===== src/rtl/uart_pkg.sv =====
// Shared types and helpers for the buffered UART bridge.
//   parity_e   : frame parity mode (none / even / odd)
//   tx_state_e : transmit FSM states
//   rx_state_e : receive FSM states
//   uart_div   : clocks per oversample tick, rounded, minimum 1
//   parity_bit : parity bit to send for a payload (payload zero-extended to 8 bits)
package uart_pkg;

  typedef enum logic [1:0] {
    PAR_NONE = 2'd0,
    PAR_EVEN = 2'd1,
    PAR_ODD  = 2'd2
  } parity_e;

  typedef enum logic [2:0] {
    TX_IDLE, TX_START, TX_DATA, TX_PARITY, TX_STOP
  } tx_state_e;

  typedef enum logic [2:0] {
    RX_IDLE, RX_START, RX_DATA, RX_PARITY, RX_STOP, RX_BREAK
  } rx_state_e;

  function automatic int unsigned uart_div(input int unsigned clk_hz,
                                           input int unsigned baud,
                                           input int unsigned os);
    longint unsigned den;
    longint unsigned q;
    den = 64'(baud) * 64'(os);
    if (den == 64'd0) return 1;
    q = (64'(clk_hz) + den / 64'd2) / den;
    if (q < 64'd1) q = 64'd1;
    return 32'(q);
  endfunction

  // Zero padding does not change the XOR, so narrow payloads may be extended.
  function automatic logic parity_bit(input logic [7:0] d, input parity_e p);
    case (p)
      PAR_EVEN: return ^d;
      PAR_ODD:  return ~^d;
      default:  return 1'b0;
    endcase
  endfunction

endpackage


===== src/rtl/uart_sync_fifo.sv =====
// Synchronous first-word-fall-through FIFO.
//   clk, rst   : clock, asynchronous active-high reset
//   push       : write push_data (accepted when not full, or when full and popping)
//   pop        : remove head (ignored when empty)
//   pop_data   : current head word
//   full/empty : occupancy flags, level : occupancy count
module uart_sync_fifo #(
  parameter int unsigned WIDTH = 8,
  parameter int unsigned DEPTH = 16
) (
  input  logic                     clk,
  input  logic                     rst,
  input  logic                     push,
  input  logic [WIDTH-1:0]         push_data,
  input  logic                     pop,
  output logic [WIDTH-1:0]         pop_data,
  output logic                     full,
  output logic                     empty,
  output logic [$clog2(DEPTH):0]   level
);

  localparam int unsigned AW = $clog2(DEPTH);

  logic [WIDTH-1:0] mem [DEPTH];
  logic [AW-1:0]    wr_ptr;
  logic [AW-1:0]    rd_ptr;
  logic [AW:0]      count;
  logic             do_push;
  logic             do_pop;

  // A full FIFO still accepts a write in the same cycle as a read.
  assign do_pop  = pop && (count != '0);
  assign do_push = push && ((count != (AW+1)'(DEPTH)) || do_pop);

  always_ff @(posedge clk or posedge rst) begin
    if (rst) begin
      wr_ptr <= '0;
      rd_ptr <= '0;
      count  <= '0;
    end else begin
      if (do_push) wr_ptr <= wr_ptr + AW'(1);
      if (do_pop)  rd_ptr <= rd_ptr + AW'(1);
      count <= count + (AW+1)'(do_push) - (AW+1)'(do_pop);
    end
  end

  always_ff @(posedge clk) begin
    if (do_push) mem[wr_ptr] <= push_data;
  end

  assign pop_data = mem[rd_ptr];
  assign full     = (count == (AW+1)'(DEPTH));
  assign empty    = (count == '0);
  assign level    = count;

endmodule


===== src/rtl/uart_fifo_bridge.sv =====
// Full-duplex buffered UART: oversampled TX/RX engines with FIFOs on both sides.
//   clk, rst                     : clock, asynchronous active-high reset
//   rxd / txd                    : serial line in (async) / out
//   tx_valid, tx_data, tx_ready  : push side of the TX FIFO
//   tx_idle                      : nothing queued and transmitter idle
//   rx_valid, rx_data, rx_ready  : FWFT pop side of the RX FIFO
//   rx_parity_err, rx_frame_err  : error flags of the head byte
//   rx_overrun                   : one-cycle pulse when a received byte is dropped
//   tx_level, rx_level           : FIFO occupancies
module uart_fifo_bridge
  import uart_pkg::*;
#(
  parameter int unsigned CLK_FREQ   = 80_000_000,
  parameter int unsigned BAUD       = 1_152_000,
  parameter int unsigned OVERSAMPLE = 16,
  parameter int unsigned DATA_BITS  = 8,
  parameter int unsigned PARITY     = 0,
  parameter int unsigned STOP_BITS  = 1,
  parameter int unsigned TX_DEPTH   = 16,
  parameter int unsigned RX_DEPTH   = 16
) (
  input  logic                        clk,
  input  logic                        rst,
  input  logic                        rxd,
  output logic                        txd,
  input  logic                        tx_valid,
  input  logic [DATA_BITS-1:0]        tx_data,
  output logic                        tx_ready,
  output logic                        tx_idle,
  output logic                        rx_valid,
  output logic [DATA_BITS-1:0]        rx_data,
  output logic                        rx_parity_err,
  output logic                        rx_frame_err,
  input  logic                        rx_ready,
  output logic                        rx_overrun,
  output logic [$clog2(TX_DEPTH):0]   tx_level,
  output logic [$clog2(RX_DEPTH):0]   rx_level
);

  localparam int unsigned DIV   = uart_div(CLK_FREQ, BAUD, OVERSAMPLE);
  localparam int unsigned DIV_W = (DIV > 1) ? $clog2(DIV) : 1;
  localparam int unsigned OS_W  = $clog2(OVERSAMPLE);
  localparam int unsigned BIT_W = 4;
  localparam int unsigned RW    = DATA_BITS + 2;
  localparam parity_e     PAR   = parity_e'(2'(PARITY));

  // Reset: asserts immediately, releases two clocks after rst falls.
  logic [1:0] rst_q;
  logic       rst_i;
  always_ff @(posedge clk or posedge rst) begin
    if (rst) rst_q <= 2'b11;
    else     rst_q <= {rst_q[0], 1'b0};
  end
  assign rst_i = rst_q[1];

  // Free-running oversample tick.
  logic [DIV_W-1:0] div_cnt;
  logic             tick;
  assign tick = (div_cnt == DIV_W'(DIV - 1));
  always_ff @(posedge clk or posedge rst_i) begin
    if (rst_i)     div_cnt <= '0;
    else if (tick) div_cnt <= '0;
    else           div_cnt <= div_cnt + DIV_W'(1);
  end

  // ---------------- transmit ----------------
  logic [DATA_BITS-1:0] txf_data;
  logic                 txf_full, txf_empty, tx_pop;

  uart_sync_fifo #(.WIDTH(DATA_BITS), .DEPTH(TX_DEPTH)) u_tx_fifo (
    .clk(clk), .rst(rst_i), .push(tx_valid && !txf_full), .push_data(tx_data),
    .pop(tx_pop), .pop_data(txf_data), .full(txf_full), .empty(txf_empty),
    .level(tx_level)
  );

  tx_state_e            tx_state, tx_state_d;
  logic [OS_W-1:0]      tx_os, tx_os_d;
  logic [BIT_W-1:0]     tx_bit, tx_bit_d;
  logic [DATA_BITS-1:0] tx_sh, tx_sh_d;
  logic                 tx_par, tx_par_d, txd_d, tx_bit_end;

  assign tx_bit_end = tick && (tx_os == OS_W'(OVERSAMPLE - 1));

  always_ff @(posedge clk or posedge rst_i) begin
    if (rst_i) begin
      tx_state <= TX_IDLE;
      tx_os    <= '0;
      tx_bit   <= '0;
      tx_sh    <= '0;
      tx_par   <= 1'b0;
      txd      <= 1'b1;
    end else begin
      tx_state <= tx_state_d;
      tx_os    <= tx_os_d;
      tx_bit   <= tx_bit_d;
      tx_sh    <= tx_sh_d;
      tx_par   <= tx_par_d;
      txd      <= txd_d;
    end
  end

  // TX next state; the line level is decoded from the next state so txd is a flop.
  always_comb begin
    tx_state_d = tx_state;
    tx_os_d    = tick ? tx_os + OS_W'(1) : tx_os;
    tx_bit_d   = tx_bit;
    tx_sh_d    = tx_sh;
    tx_par_d   = tx_par;
    tx_pop     = 1'b0;
    case (tx_state)
      TX_IDLE: begin
        tx_os_d = '0;
        if (!txf_empty) tx_pop = 1'b1;
      end
      TX_START: if (tx_bit_end) begin
        tx_state_d = TX_DATA;
        tx_bit_d   = '0;
      end
      TX_DATA: if (tx_bit_end) begin
        tx_sh_d = tx_sh >> 1;
        if (tx_bit == BIT_W'(DATA_BITS - 1)) begin
          tx_bit_d   = '0;
          tx_state_d = (PAR == PAR_NONE) ? TX_STOP : TX_PARITY;
        end else begin
          tx_bit_d = tx_bit + BIT_W'(1);
        end
      end
      TX_PARITY: if (tx_bit_end) begin
        tx_state_d = TX_STOP;
        tx_bit_d   = '0;
      end
      TX_STOP: if (tx_bit_end) begin
        if (tx_bit == BIT_W'(STOP_BITS - 1)) begin
          if (!txf_empty) tx_pop = 1'b1;
          else            tx_state_d = TX_IDLE;
        end else begin
          tx_bit_d = tx_bit + BIT_W'(1);
        end
      end
      default: tx_state_d = TX_IDLE;
    endcase
    // Loading straight out of STOP keeps consecutive frames gapless.
    if (tx_pop) begin
      tx_sh_d    = txf_data;
      tx_par_d   = parity_bit(8'(txf_data), PAR);
      tx_state_d = TX_START;
      tx_os_d    = '0;
      tx_bit_d   = '0;
    end
    case (tx_state_d)
      TX_START:  txd_d = 1'b0;
      TX_DATA:   txd_d = tx_sh_d[0];
      TX_PARITY: txd_d = tx_par_d;
      default:   txd_d = 1'b1;
    endcase
  end

  assign tx_ready = !txf_full;
  assign tx_idle  = txf_empty && (tx_state == TX_IDLE);

  // ---------------- receive ----------------
  logic rx_s1, rx_s2, rx_prev;
  always_ff @(posedge clk or posedge rst_i) begin
    if (rst_i) begin
      rx_s1   <= 1'b1;
      rx_s2   <= 1'b1;
      rx_prev <= 1'b1;
    end else begin
      rx_s1   <= rxd;
      rx_s2   <= rx_s1;
      rx_prev <= rx_s2;
    end
  end

  rx_state_e            rx_state, rx_state_d;
  logic [OS_W-1:0]      rx_os, rx_os_d;
  logic [BIT_W-1:0]     rx_bit, rx_bit_d;
  logic [DATA_BITS-1:0] rx_sh, rx_sh_d;
  logic                 rx_perr, rx_perr_d;
  logic                 rx_push_q, rx_push_d;
  logic [RW-1:0]        rx_word_q, rx_word_d;
  logic                 rx_half, rx_bit_end;

  assign rx_half    = tick && (rx_os == OS_W'(OVERSAMPLE / 2 - 1));
  assign rx_bit_end = tick && (rx_os == OS_W'(OVERSAMPLE - 1));

  always_ff @(posedge clk or posedge rst_i) begin
    if (rst_i) begin
      rx_state  <= RX_IDLE;
      rx_os     <= '0;
      rx_bit    <= '0;
      rx_sh     <= '0;
      rx_perr   <= 1'b0;
      rx_push_q <= 1'b0;
      rx_word_q <= '0;
    end else begin
      rx_state  <= rx_state_d;
      rx_os     <= rx_os_d;
      rx_bit    <= rx_bit_d;
      rx_sh     <= rx_sh_d;
      rx_perr   <= rx_perr_d;
      rx_push_q <= rx_push_d;
      rx_word_q <= rx_word_d;
    end
  end

  // RX next state: start bit checked at half-bit, later bits one bit apart (mid-bit).
  always_comb begin
    rx_state_d = rx_state;
    rx_os_d    = tick ? rx_os + OS_W'(1) : rx_os;
    rx_bit_d   = rx_bit;
    rx_sh_d    = rx_sh;
    rx_perr_d  = rx_perr;
    rx_push_d  = 1'b0;
    rx_word_d  = rx_word_q;
    case (rx_state)
      RX_IDLE: begin
        rx_os_d   = '0;
        rx_perr_d = 1'b0;
        if (rx_prev && !rx_s2) rx_state_d = RX_START;
      end
      RX_START: if (rx_half) begin
        rx_os_d    = '0;
        rx_bit_d   = '0;
        rx_state_d = rx_s2 ? RX_IDLE : RX_DATA;
      end
      RX_DATA: if (rx_bit_end) begin
        rx_sh_d = {rx_s2, rx_sh[DATA_BITS-1:1]};
        if (rx_bit == BIT_W'(DATA_BITS - 1)) begin
          rx_bit_d   = '0;
          rx_state_d = (PAR == PAR_NONE) ? RX_STOP : RX_PARITY;
        end else begin
          rx_bit_d = rx_bit + BIT_W'(1);
        end
      end
      RX_PARITY: if (rx_bit_end) begin
        rx_perr_d  = (rx_s2 != parity_bit(8'(rx_sh), PAR));
        rx_state_d = RX_STOP;
      end
      RX_STOP: if (rx_bit_end) begin
        rx_push_d  = 1'b1;
        rx_word_d  = {!rx_s2, rx_perr, rx_sh};
        // A zero stop bit after an all-zero payload is a line break.
        rx_state_d = (!rx_s2 && (rx_sh == '0)) ? RX_BREAK : RX_IDLE;
      end
      RX_BREAK: if (rx_s2) rx_state_d = RX_IDLE;
      default: rx_state_d = RX_IDLE;
    endcase
  end

  logic [RW-1:0] rxf_data;
  logic          rxf_full, rxf_empty, rx_pop;

  assign rx_pop = rx_ready && !rxf_empty;

  uart_sync_fifo #(.WIDTH(RW), .DEPTH(RX_DEPTH)) u_rx_fifo (
    .clk(clk), .rst(rst_i), .push(rx_push_q), .push_data(rx_word_q),
    .pop(rx_pop), .pop_data(rxf_data), .full(rxf_full), .empty(rxf_empty),
    .level(rx_level)
  );

  // Dropped byte: FIFO full and not being drained in the push cycle.
  always_ff @(posedge clk or posedge rst_i) begin
    if (rst_i) rx_overrun <= 1'b0;
    else       rx_overrun <= rx_push_q && rxf_full && !rx_pop;
  end

  assign rx_valid      = !rxf_empty;
  assign rx_data       = rxf_data[DATA_BITS-1:0];
  assign rx_parity_err = rx_valid && rxf_data[DATA_BITS];
  assign rx_frame_err  = rx_valid && rxf_data[DATA_BITS+1];

endmodule


===== config.mk =====
export PLATFORM = sky130hd
export DESIGN_NAME = uart_fifo_bridge
export DESIGN_NICKNAME = d
export VERILOG_FILES = /design/src/rtl/uart_pkg.sv /design/src/rtl/uart_sync_fifo.sv /design/src/rtl/uart_fifo_bridge.sv
export SDC_FILE = /design/constraint.sdc
export NUM_CORES = 1
export LEC_CHECK = 0
export CORE_MARGIN = 2
export CORE_UTILIZATION = 56
export DETAILED_ROUTE_END_ITERATION = 16
export PLACE_DENSITY = 0.76
export RECOVER_POWER = 50
export SYNTH_ARGS = -nofsm -noshare
export SYNTH_HDL_FRONTEND = slang
export SYNTH_SLANG_ARGS = --single-unit
export TNS_END_PERCENT = 5

===== constraint.sdc =====
create_clock -name clk -period 2.68 [get_ports clk]
set_clock_uncertainty 0.15 [all_clocks]
set_input_delay 0.804 -clock clk [delete_from_list [all_inputs] [get_ports clk]]
set_output_delay 0.804 -clock clk [all_outputs]
set_load 0.005 [all_outputs]

== Yosys cells after proc, flatten, opt, wreduce, memory -nomap -nowiden ==
Memory sizes are Yosys's and may differ from the RTL's.
Cells that the tools add are included.
W data, S select, Z words.
Cells by class
  eq/ne operators: 34
  reduce and logical (&&, ||, !) cells: 44
  multiplexer cells: 56
  add/subtract/negate cells: 13
Operators with widths (count)
  $mux W4: 14
  $mux W3: 16
  $add A4 B1 Y4 const B: 8
  $mux W8: 3
  $eq A3 B2 Y1 const B: 6
  $pmux W3 S6: 1
  $logic_and A1 B1 Y1: 16
  $pmux W4 S2: 2
  $pmux W3 S5: 1
  $ne A2 B2 Y1 const B: 7
  $mux W1: 13
  $eq A4 B3 Y1 const B: 3
  $pmux W4 S3: 1
  $add A5 B1 Y5: 2
  $eq A5 B5 Y1 const B: 2
  $logic_not A5 Y1: 2
  $ne A5 B5 Y1 const B: 2
  $reduce_bool A5 Y1: 2
  $sub A5 B1 Y5: 2
  $eq A3 B1 Y1 const B: 3
  $eq A3 B3 Y1 const B: 3
  $ne A3 B2 Y1 const B: 3
  $eq A4 B4 Y1 const B: 2
  $logic_not A8 Y1: 1
  19 further kinds: 32
Storage, ports and cells
  bits in writable memories: 288
  input bits: 13
  memories kept: 2
  flip-flop bits (word level): 86
  output and inout bits: 25
  logic and storage cells: 175
Memory list
  u_rx_fifo.mem: depth 16, width 10, rd ports 1, clocked after Yosys merged registers in 0, write ports 1, line uart_sync_fifo.sv:24  | logic [WIDTH-1:0] mem [DEPTH];
  u_tx_fifo.mem: depth 16, width 8, rd ports 1, clocked after Yosys merged registers in 0, write ports 1, line uart_sync_fifo.sv:24

== Depth between registers and ports, before layout ==
  word-level depth: 10
  gate-level depth with buffers: 16
  mapped depth without buffers: 16

== Cells and area by module ==
A second synthesis with hierarchy kept.
Unflattened totals
  cells, all modules: 959
  area, all modules: 15597.5 um2
Modules (own cells, without submodules)
  uart_sync_fifo at u_rx_fifo: cells each 379, instances 1, sequential area each 5129.9 um2, area each 6951.7 um2
  uart_sync_fifo at u_tx_fifo: cells each 324, instances 1, sequential area each 4169.0 um2, area each 5826.8 um2
  uart_fifo_bridge: cells each 256, instances 1, sequential area each 1508.9 um2, area each 2819.0 um2

== Worst setup path before layout ==
OpenSTA, ideal clock, no wires.
  path type: register -> register
  start point: register u_tx_fifo.count[3] (netlist: u_tx_fifo.level[3])
  end point: register u_tx_fifo.count[4] (netlist: u_tx_fifo.level[4])
  required time: 2.405 ns
  arrival: 2.660 ns
  setup slack: -0.255 ns
  period minus slack after synthesis: 2.935 ns
  cell stages (with the launch flop): 17
  buffers on the path: 0
  library setup time: 0.125 ns
  cell sequence: dfrtp_1 -> inv_1 -> ha_1 -> or4b_1 -> and2_4 -> nand2_2 -> inv_2 -> ha_1 -> inv_1 -> ha_1 -> inv_1 -> fa_1 -> inv_1 -> a21oi_1 -> nor2_1 -> nor2_1 -> xnor2_1
Between the ends
  word-level cells in the longest chain between the ends: 10
  elaborated cells on any way between the ends: 15
  those cells by class: add/sub (2); eq/ne (2); mux (4); reduce/logical (7)
Ends and longest elaborated chain
  start, declared: line uart_sync_fifo.sv:27  | logic [AW:0] count;
  start signal, assigned: line uart_sync_fifo.sv:43  | count <= count + (AW+1)'(do_push) - (AW+1)'(do_pop);
  $logic_not A5 Y1: line uart_sync_fifo.sv:53  | assign empty = (count == '0);
  $mux W1: line uart_fifo_bridge.sv:113, uart_fifo_bridge.sv:134
  $mux W1: line uart_fifo_bridge.sv:133  | if (tx_bit == BIT_W'(STOP_BITS - 1)) begin
  $mux W1: line uart_fifo_bridge.sv:132  | TX_STOP: if (tx_bit_end) begin
  $pmux W1 S2: line uart_fifo_bridge.sv:110  | case (tx_state)
  $logic_and A1 B1 Y1 *: line uart_sync_fifo.sv:32  | assign do_pop = pop && (count != '0);
  named net u_tx_fifo.do_pop: line uart_sync_fifo.sv:29  | logic do_pop;
  $logic_or A1 B1 Y1: line uart_sync_fifo.sv:33  | assign do_push = push && ((count != (AW+1)'(DEPTH)) || do_pop);
  $logic_and A1 B1 Y1: line uart_sync_fifo.sv:33
  $add A5 B1 Y5: line uart_sync_fifo.sv:43
  $sub A5 B1 Y5 *: line uart_sync_fifo.sv:43
Mark *: on every way through the listed nets, which the timed path passes. The rest lies on a longest branch.
A chain may end at the register's enable or synchronous reset.

== Worst setup path in the final report ==
  start point: register u_rx_fifo.rd_ptr[0]
  end point: output rx_parity_err
Between the ends
  word-level cells in the longest chain between the ends: 2
Ends and longest elaborated chain
  start, declared: line uart_sync_fifo.sv:26  | logic [AW-1:0] rd_ptr;
  start signal, assigned: line uart_sync_fifo.sv:42  | if (do_pop) rd_ptr <= rd_ptr + AW'(1);
  $mem_v2 Z16 W10
  $logic_and A1 B1 Y1: line uart_fifo_bridge.sv:270  | assign rx_parity_err = rx_valid && rxf_data[DATA_BITS];
  end, declared: line uart_fifo_bridge.sv:32  | output logic rx_parity_err,
Every way passes these cells.

==> impl_summary.md <==
Outcome
The run finished, with violations left. The checks that failed: capacitance limit, slew limit, setup timing.

Die
The floorplan step defined a die boundary enclosing 28730 um2. The number of cell rows is 60. Once the floorplan was initialized, standard cells occupied 56.91% of the core. The die is 169.5 um tall. In this run the horizontal extent of the chip is 169.5 um. The core region is 26950 um2. 38 I/O pins were placed.

Critical path
Data on the critical path is required at its endpoint by 1.73 ns. Data on the critical path arrives at its endpoint at 2.51 ns. In this run the critical register-to-register path is launched from u_tx_fifo.level[2].

For flop-to-flop paths, the worst setup slack is -0.10 ns. The launch point of the worst path is u_rx_fifo.rd_ptr[0]. Among the stages of the critical path, the cell type that occurs most often is sky130_fd_sc_hd__mux4_2.

The top fanout value on the critical path is 6. Counting buffers and inverters, the worst setup path is 6 cells deep. The type of element capturing the critical path is a primary output. The length in cells of the worst reg-to-reg path is 16. In this run the critical register-to-register path is captured at u_tx_fifo.level[4]. The kind of critical path is register to primary output. The endpoint of the most critical setup path is rx_parity_err.

The total buffers and inverters traversed by the critical path is 3. The category of the worst setup path launch point is a register. On the critical path, the stage with the largest delay is an instance of sky130_fd_sc_hd__mux4_2. The largest stage delay on the critical path is 0.49 ns. The kind of cell adding the most delay to the critical path is multiplexers. Traced cell by cell, the critical path runs through buf_12 -> buf_6 -> mux4_2 -> mux4_2 -> and2_4 -> buf_2.

Timing
The routed design could run at a clock period as short as 3.459 ns. The maximum clock frequency is 289.1 MHz. The transition at the pin with the smallest max-transition slack is 2.149 ns.

Setup repair after global routing could not meet its margin everywhere. The worst pin sits at a relative slew slack of -43.25%. The final number of hold-violating endpoints was 0. The final clock period utilization by the worst path is 129.1%. Once routing completed, OpenROAD measured the worst setup slack at -0.7795 ns. The final setup violation count is 13. The number of pins with negative max-slew slack in the final report is 85.

Detailed routing
Using the TritonRoute via totals, the vias-per-cell ratio works out to 6.015. The pre-antenna-repair detailed-routing pass consisted of 5 iterations. In the final routing, the length of wire on met1 measures 12680 um. In the final routed layout, each cell accounts on average for 23.51 um. After detailed routing, the number of remaining DRC violations is 0.

The top layer reached by signal wires is met4. The routed length on met3 is 1679 um. Wires add up to 32250 um. The remaining antenna violation count is 0. The number of vias after detailed routing is 8253. The first routing iteration left 680 violations. In the detailed route, the total length drawn on met2 is 17020 um.

GRT
The pin count of the biggest net entering global routing is 85. The first global-routing pass estimated 49780 um of wire. The overall track demand over capacity in global routing is 23.31%. For this run the aggregate overflow at the end of global routing stands at 0. The number of antenna violations at the first check in global routing is 0. The number of global-route vias before repair was 8509.

Final layout
Leaving out fill and tap cells, the most frequent cells in the layout are sky130_fd_sc_hd__edfxtp_1 (288), sky130_fd_sc_hd__mux4_2 (81), sky130_fd_sc_hd__dfrtp_1 (78). After routing the design area is 18320 um2. The share of layout cells above drive strength 1 is 29.97%. The area growth from synthesis to layout is 19.42%. The most common library cell in the layout ignoring fill and taps is sky130_fd_sc_hd__edfxtp_1. The repair_antennas step left the layout with diodes totalling 0.

The number of nets at the end of the flow is 1044.

Yosys
After synthesis, the cell types taking the most area are sky130_fd_sc_hd__edfxtp_1 (56%), sky130_fd_sc_hd__dfrtp_1 (13%), sky130_fd_sc_hd__mux4_2 (11%). The number of distinct library cells after synthesis is 65. By area, the combinational part of the netlist is dominated by multiplexers. Of all cell types, the one taking the most synthesized area is sky130_fd_sc_hd__edfxtp_1. After synthesis, the share of cell area in mux cells is 14.44%. The share of async-settable or async-resettable flops after synthesis is 22.99%. In this run, synthesis inferred 288 flip-flops with an integrated enable. Summing the areas of all and, or, nand and nor instances in the mapped netlist gives 5.596% of the synthesized area. The parity-gate share of the synthesized area counting xor and xnor cells is 1.371%. Counting every net in the synthesized netlist gives 901.

The average cell area after synthesis is 17.88 um2. The prevailing post-synth register cell is sky130_fd_sc_hd__edfxtp_1. After synthesis, the largest area contributor takes up 56.39% of total cell area. The sequential cell area fraction in the yosys report is 70.47%. The synthesized netlist devotes 3.239% of its cell area to compound gates. Counting flops and latches in the post-synthesis netlist gives 374. After Yosys synthesis, full adders, half adders and majority gates account for 2.545% of the synthesized area. Counting every instance in the synthesized netlist gives 858. The cell area after technology mapping is 15340 um2. The warning count from the yosys run is 0.

CTS
The hold buffer count at cts is 0. The number of clock buffers added by TritonCTS is 38. The sink count of the clock tree is 374. The clock latency on the worst-skew pair is 0.53 ns. Counting along the longest clock path gives a buffer depth of 3. In this run the number of H-tree levels came out at 2. TritonCTS built the clock tree.

In this run the clock root is driven by a sky130_fd_sc_hd__clkbuf_16. The clock slew seen by the registers of the worst setup and hold paths is 0.06 ns.

Power and ir drop
The cell-internal power is 11.49 mW. For this design the static power due to leakage is 6.886 nW. Combinational cells account for 19.8% of the total power. Registers are responsible for 45.0% of the overall power. Of the total power, the clock network draws 35.3%. The total net switching power is 3.839 mW. The switching part of the total power is 25.05%. VDD sags by at most 672.2 uV. Power spread over the standard cell area amounts to 837.0 nW/um2. Summing internal, switching and leakage power gives 15.33 mW.

Placement
The HPWL after detailed placement is 19250 um. The number of I/O port buffers is 37. After detailed placement, the total cell area comes to 16860 um2.

The global placer's final weighted congestion is 0.7798.

Worst hold path
The path category of the worst min-delay check is register to register.

Run
The tool flagged a number of max-cap violations equal to 1.
sequential cells by signal (all words and copies together) (netlist names), 4 cells and up:
| name | count |
|---|---|
| rx_bit | 4 |
| rx_os | 4 |
| rx_sh | 8 |
| rx_word_q | 10 |
| tx_bit | 4 |
| tx_os | 4 |
| tx_sh | 8 |
| u_rx_fifo.level | 5 |
| u_rx_fifo.mem | 160 |
| u_rx_fifo.rd_ptr | 4 |
| u_rx_fifo.wr_ptr | 4 |
| u_tx_fifo.level | 5 |
| u_tx_fifo.mem | 128 |
| u_tx_fifo.rd_ptr | 4 |
| u_tx_fifo.wr_ptr | 4 |
repair_timing:
item,in CTS,in global routing
setup buffers,11,0
pin swaps,5,0
setup endpoints to repair,16,18
cloned,3,0
gates resized for setup,73,12
Yosys cell counts, drive strengths merged, types with 13 or more instances:
cell    count
xnor2      19
a21oi      15
nand2      33
o21ai      18
and2       13
buf        18
ha         28
dfrtp      80
edfxtp    288
clkbuf     22
mux2       17
nand3      14
inv        38
mux2i      15
nor2       39
nor2b      13
mux4       82
cell families after synthesis:
logic type / after synthesis
other: 1
AND/OR/NAND/NOR: 163
adder cells (fa/ha/maj): 30
XOR/XNOR: 24
AO/OA/AOI/OAI: 73
flip-flops: 374
multiplexers: 114
buffers and inverters: 79
layer usage:
| layer | vias up | global-route usage (%) |
|---|---|---|
| li1 | 3641 | - |
| met1 | 4294 | 30.00 |
| met2 | 257 | 41.22 |
| met3 | 61 | 3.801 |
| met4 | 0 | 6.912 |
| met5 | - | 0 |
power by group through the flow:
stage                     clock [mW]  sequential [mW]  combinational, mW
final                           5.41             6.89               3.03
after global routing            5.69             6.94               3.32
after CTS                       5.48             6.89               3.08
after detailed placement           0             7.02               2.56
after global placement             0             7.00               2.48
after floorplan                    0             6.89               1.66
worst min path at each step:
stage                     startpoint  cells past startpoint        to
after floorplan             rst_q[0]                      0  rst_q[1]
after global placement         rx_s1                      0     rx_s2
after detailed placement    rst_q[0]                      0  rst_q[1]
after CTS                   rst_q[0]                      0  rst_q[1]
after global routing        rst_q[0]                      0  rst_q[1]
final                       rst_q[0]                      0  rst_q[1]
metrics by stage:
step / utilization [%] / hold WS (ns) / worst slack (ns) / cells / TNS, ns
after floorplan: - / 0.1952 / -0.1163 / 858 / -1.800
after global placement: 62.54 / 0.1969 / -0.5994 / 1289 / -23.49
after detailed placement: 62.54 / 0.1988 / -0.6280 / 1289 / -25.92
after CTS: 68.08 / 0.2077 / -0.8357 / 1373 / -8.093
after global routing: 67.96 / 0.2086 / -0.8394 / 1372 / -30.40
final: 67.96 / 0.2073 / -0.7795 / 1372 / -7.497
cell type report:
cell class,count,area (um2)
Sequential cell,374,10810
Fill cell,1670,8636
Multi-Input combinational cell,405,4243
Timing Repair Buffer,143,1396
Clock buffer,50,1067
Tap cell,341,426.7
Clock inverter,20,219.0
Inverter,39,150.1
worst reg2reg max path, stage by stage (launching register included):
cell and delay, ns:
sky130_fd_sc_hd__dfrtp_1 0.40, sky130_fd_sc_hd__inv_2 0.08, sky130_fd_sc_hd__ha_4 0.12, sky130_fd_sc_hd__or4b_4 0.48
sky130_fd_sc_hd__and2_4 0.17, sky130_fd_sc_hd__nand2_4 0.06, sky130_fd_sc_hd__inv_4 0.04, sky130_fd_sc_hd__ha_4 0.20
sky130_fd_sc_hd__inv_2 0.06, sky130_fd_sc_hd__ha_4 0.13, sky130_fd_sc_hd__inv_2 0.04, sky130_fd_sc_hd__fa_2 0.35
sky130_fd_sc_hd__inv_2 0.06, sky130_fd_sc_hd__a21oi_1 0.05, sky130_fd_sc_hd__nor2_1 0.09, sky130_fd_sc_hd__nor2_1 0.06
sky130_fd_sc_hd__xnor2_1 0.11
(Power assumes the default switching activity.)
